File: src/rtl/data_mux_module.sv
// Round-robin 3-stream data multiplexer with clk-count, per-symbol and
// N-symbol switching modes; symbol_clk synchronised into clk domain.
//
// Ports:
//   clk, rst            clock and async active-high reset
//   symbol_clk          async symbol strobe (rising edge = one symbol)
//   switch_clk_cycles   dwell length N (0 behaves as 1)
//   DS1, DS2, DS3       input streams
//   mode                00 idle, 01 clk count, 10 per symbol, 11 N symbols
//   output_data         registered selected stream
module data_mux_module #(
  parameter int DATA_W = 8,
  parameter int CNT_W  = 3
) (
  input  logic              clk,
  input  logic              rst,
  input  logic              symbol_clk,
  input  logic [CNT_W-1:0]  switch_clk_cycles,
  input  logic [DATA_W-1:0] DS1,
  input  logic [DATA_W-1:0] DS2,
  input  logic [DATA_W-1:0] DS3,
  input  logic [1:0]        mode,
  output logic [DATA_W-1:0] output_data
);

  typedef enum logic [1:0] {
    SEL_DS1 = 2'b00,
    SEL_DS2 = 2'b01,
    SEL_DS3 = 2'b10,
    SEL_BAD = 2'b11
  } sel_e;

  localparam logic [1:0] M_IDLE = 2'b00;
  localparam logic [1:0] M_CLK  = 2'b01;
  localparam logic [1:0] M_SYM  = 2'b10;
  localparam logic [1:0] M_NSYM = 2'b11;

  sel_e              sel, sel_n;
  logic [CNT_W-1:0]  cnt, cnt_n;
  logic [1:0]        mode_q;
  logic              s1, s2, s3;
  logic              sym_tick;
  logic [CNT_W-1:0]  n_m1;
  logic              dwell_done;
  logic              adv;
  logic [DATA_W-1:0] data_n;

  function automatic sel_e rr_next(input sel_e s);
    unique case (s)
      SEL_DS1: rr_next = SEL_DS2;
      SEL_DS2: rr_next = SEL_DS3;
      default: rr_next = SEL_DS1;
    endcase
  endfunction

  assign sym_tick = s2 & ~s3;

  // N-1 with N clamped to at least 1; >= lets a shrunk N
  // take effect on the very next cycle.
  assign n_m1 = (switch_clk_cycles == '0) ? '0
              : switch_clk_cycles - CNT_W'(1);
  assign dwell_done = (cnt >= n_m1);

  always_comb begin
    sel_n = sel;
    cnt_n = cnt;
    adv   = 1'b0;
    if (mode != mode_q) begin
      sel_n = SEL_DS1;
      cnt_n = '0;
    end else begin
      unique case (1'b1)
        (mode == M_IDLE): begin
          cnt_n = '0;
        end
        (mode == M_CLK): begin
          if (dwell_done) begin
            cnt_n = '0;
            adv   = 1'b1;
          end else begin
            cnt_n = cnt + CNT_W'(1);
          end
        end
        (mode == M_SYM): begin
          cnt_n = '0;
          adv   = sym_tick;
        end
        (mode == M_NSYM): begin
          if (sym_tick) begin
            if (dwell_done) begin
              cnt_n = '0;
              adv   = 1'b1;
            end else begin
              cnt_n = cnt + CNT_W'(1);
            end
          end
        end
        default: begin
          cnt_n = '0;
        end
      endcase
      if (mode == M_IDLE) begin
        sel_n = SEL_DS1;
      end else if (adv) begin
        sel_n = rr_next(sel);
      end else if (sel == SEL_BAD) begin
        sel_n = SEL_DS1;
      end
    end
  end

  always_comb begin
    data_n = '0;
    if (mode != M_IDLE) begin
      unique case (sel_n)
        SEL_DS1: data_n = DS1;
        SEL_DS2: data_n = DS2;
        SEL_DS3: data_n = DS3;
        default: data_n = DS1;
      endcase
    end
  end

  always_ff @(posedge clk or posedge rst) begin
    if (rst) begin
      s1          <= 1'b0;
      s2          <= 1'b0;
      s3          <= 1'b0;
      mode_q      <= M_IDLE;
      sel         <= SEL_DS1;
      cnt         <= '0;
      output_data <= '0;
    end else begin
      s1          <= symbol_clk;
      s2          <= s1;
      s3          <= s2;
      mode_q      <= mode;
      sel         <= sel_n;
      cnt         <= cnt_n;
      output_data <= data_n;
    end
  end

endmodule

File: config.mk
export PLATFORM = sky130hd
export DESIGN_NAME = data_mux_module
export DESIGN_NICKNAME = d
export VERILOG_FILES = /design/src/rtl/data_mux_module.sv
export SDC_FILE = /design/constraint.sdc
export NUM_CORES = 1
export LEC_CHECK = 0
export ABC_AREA = 1
export CORE_AREA = 2 2 53 55
export CTS_CLUSTER_DIAMETER = 120
export CTS_CLUSTER_SIZE = 28
export DETAILED_ROUTE_END_ITERATION = 10
export DIE_AREA = 0 0 55 57
export HOLD_SLACK_MARGIN = 0.06
export PLACE_DENSITY = 0.72
export SETUP_SLACK_MARGIN = 0.4
export SYNTH_ARGS = -nofsm -noshare
export SYNTH_HDL_FRONTEND = slang
export SYNTH_SLANG_ARGS = --single-unit
File: constraint.sdc
create_clock -name clk -period 2.58 [get_ports clk]
set_clock_uncertainty 0.1 [all_clocks]
set_input_delay 0.516 -clock clk [delete_from_list [all_inputs] [get_ports clk]]
set_output_delay 0.516 -clock clk [all_outputs]
set_load 0.05 [all_outputs]
==> results.md <==
- Status: completed
- Routed wire length: ~2600 microns
- H-tree levels: 1
- Hold WS: ~260 ps
- Synth area leader: dfrtp_1
- #FFs+latches synth: 18
- Critical path startpoint: switch_clk_cycles[0]
- Post-synth cell types: 19
- CP Launch Type: input port
- Final Max Slew Viols: 0
- Mapped Avg Cell Area: 8.15 sq um
- I/O pins: 40
- Crit path buf inv count: 4
- Drt wl/cell: between 10 and 15 microns
- Commonest non-fill, non-tap cells in the layout: clkdlybuf4s50_1, dfrtp_1, nand2_1, a21oi_1, inv_1
- Nets: around 220
- Hold_buf cts: 0
- Post-Syn Instances: 124
- DRC viols: 0
- Slowest stage cell, crit path: ha_1
- CP top delay family: adder cells
- Clk sinks: 18
- Final setup viols: 0
- Fraction of layout cells with a size suffix above 1: 0.316
- Critical Path RT: 2660 ps
- Crit path capture: output_data[5]
- CTS buffer count: 3
- Worst-path clk slew: around 100 ps
- VDD IR max: 0.354 mV
- Leak: ~0.00075 uW
- Synth area leaders: dfrtp_1, ha_1, a21oi_1, nand2_1, inv_1
- Wl on met1: roughly 1000 microns
- DR top layer: met4
- Total gr overflow: 0
- Global-route wire length before repair: roughly 4500 microns
- R2R Path Start: cnt[2]
- Reg2Reg Depth: 13
- Worst-Margin Slew: 698 ps
- Critical path peak fanout: 6
- GPL Wtd Cong: about 0.75
- Initial core utilization: 0.387
- Die width: 55 microns
- Sequential area share after synthesis: 0.446
- CP Data Arrival Time: between 2000 and 2500 ps
- Commonest non-fill, non-tap cell in the layout: clkdlybuf4s50_1
- Largest net degree at the start of global routing: 19
- Core Util, Final: 0.641
- Period utilization: 0.888
- Tot GR Track Use: 0.196
- Vias in the first global route: ~1100
- Die Y: roughly 57 microns
- Max_cap viols: 0
- Row cnt: 19
- Top-area cell type share of the netlist area: 0.446
- Die area: about 3100 sq um
- Number of port buffers: 39
- Min Tclk post-route: between 2000 and 2500 ps
- Area of the multi-input gates: around 620 sq um
- Initial antenna violation count: 0
- Power Density: 447 nW/um^2
- R2r setup slk: around 460 ps
- Setup CP Type: input port to flop
- ANT nets after route: 0
- Worst R2R End: output_data[5]
- RSZ-0062 raised after global routing: true
- Slowest stage delay, CP: between 200 and 300 ps
- DP Wirelength: around 2000 microns
- Filler cell count: 230
- CTS tree: done
- Clock Root Buffer: clkbuf_4
- Max Fclk: about 440 MHz
- First drt pass iteration count: 4
- Met2 Routed Length: about 1400 microns
- Core Area: 2620 sq um
- Hold Violations, Final: 0
- Vias: around 1000
- Cell Area, Synth: slightly above 1000 sq um
- Hold crit path type: flop to flop
- Critical path depth: 16
- Syn. warnings: 0
- Slew HR: 0.534
- Critical path cell sequence: buf_6 > nor2_4 > ha_2 > nor2_2 > ha_1 > inv_1 > nand2_1 > nand2_2 > nand3_2 > nand3b_1 > inv_2 > nor2_4 > ha_4 > buf_6 > a21oi_2 > a21oi_1
- Routed vias/inst: about 4.9
- Storage cell area: between 400 and 500 sq um
- Ant diodes: 0
- Syn_nets: 164
- Area grow syn2layout: 65.8%
- Metal3 WL: about 210 microns
- Kind of end point of the critical path: flop
- DR iter-0 viols: 7
- Worst skew pair latency: between 200 and 300 ps
- Clock Path Buffers: 2
through the flow:
| stage | setup TNS (ps) | total power, uW | cell area (sq um) | setup slack, ps | cells |
|---|---|---|---|---|---|
| floorplan | 0 | 448 | 1060 | 182 | 124 |
| global placement | -4100 | 550 | 1530 | -531 | 198 |
| detailed placement | -4890 | 556 | 1530 | -619 | 198 |
| CTS | 0 | 754 | 1670 | 347 | 205 |
| global route | 0 | 789 | 1680 | 166 | 205 |
| finish | 0 | 749 | 1680 | 289 | 205 |
synth_stat cells:
cell      instances
clkbuf_2          1
nor2_2            4
ha_1              8
clkinv_2          1
nand2_1          20
nor2_1            9
inv_1            14
buf_1             2
a21oi_1          18
nand4_1           2
or2_2             1
nand3_1           7
inv_2             1
xor2_1            1
nand2_2           4
xnor2_1           2
nand3b_1          1
dfrtp_1          18
o21ai_0          10
how the worst min path moves through the flow:
stage,from,to,slack [ps],cells after the start
after global placement,s1,s2,240,0
after CTS,s1,s2,260,0
after floorplan,s1,s2,230,0
final,s1,s2,260,0
after detailed placement,s1,s2,230,0
after global routing,s1,s2,280,0
where the power goes:
part | leakage, uW | internal, uW | total (uW) | switching [uW]
logic | 0.000499 | 118 | 266 | 147
registers | 0.000226 | 303 | 310 | 7.63
clock network | 0.0000210 | 85.8 | 173 | 87.2
total | 0.000746 | 507 | 749 | 242
per-layer routing:
metal  track usage  up-vias
met5             0        -
met4        0.0627        0
met3        0.0497        6
met2         0.344       42
met1         0.227      463
li1              -      499
timing repair:
| item | in CTS | in global routing |
|---|---|---|
| setup buffers | 3 | 0 |
| gates resized for setup | 40 | 3 |
| endpoints found under the setup margin | 8 | 8 |
| pin swaps | 17 | 6 |
cell type report:
class | instances | share of cell area
timing repair buffer | 49 | 0.280
clock buffer | 4 | 0.0216
sequential | 18 | 0.269
inverter | 16 | 0.0396
tap | 31 | 0.0231
multi-input combinational | 87 | 0.367
kinds of logic (layout without fill, tap and decap cells):
group                      Yosys count  after routing  synth area share
AOI/OAI and AO/OA                   28             28             0.139
xor gates and xnor gates             3              3            0.0260
adders and majority gates            8              8            0.0990
buffers and inverters               19             69            0.0730
DFF                                 18             18             0.446
and+or+nand+nor                     48             48             0.218
registers in the layout (all words and copies together) (netlist names):
| signal | count |
|---|---|
| s2 | 1 |
| s3 | 1 |
| mode_q | 2 |
| output_data | 8 |
| s1 | 1 |
| sel | 2 |
| cnt | 3 |
No activity file was read; power rests on OpenSTA's default activity.
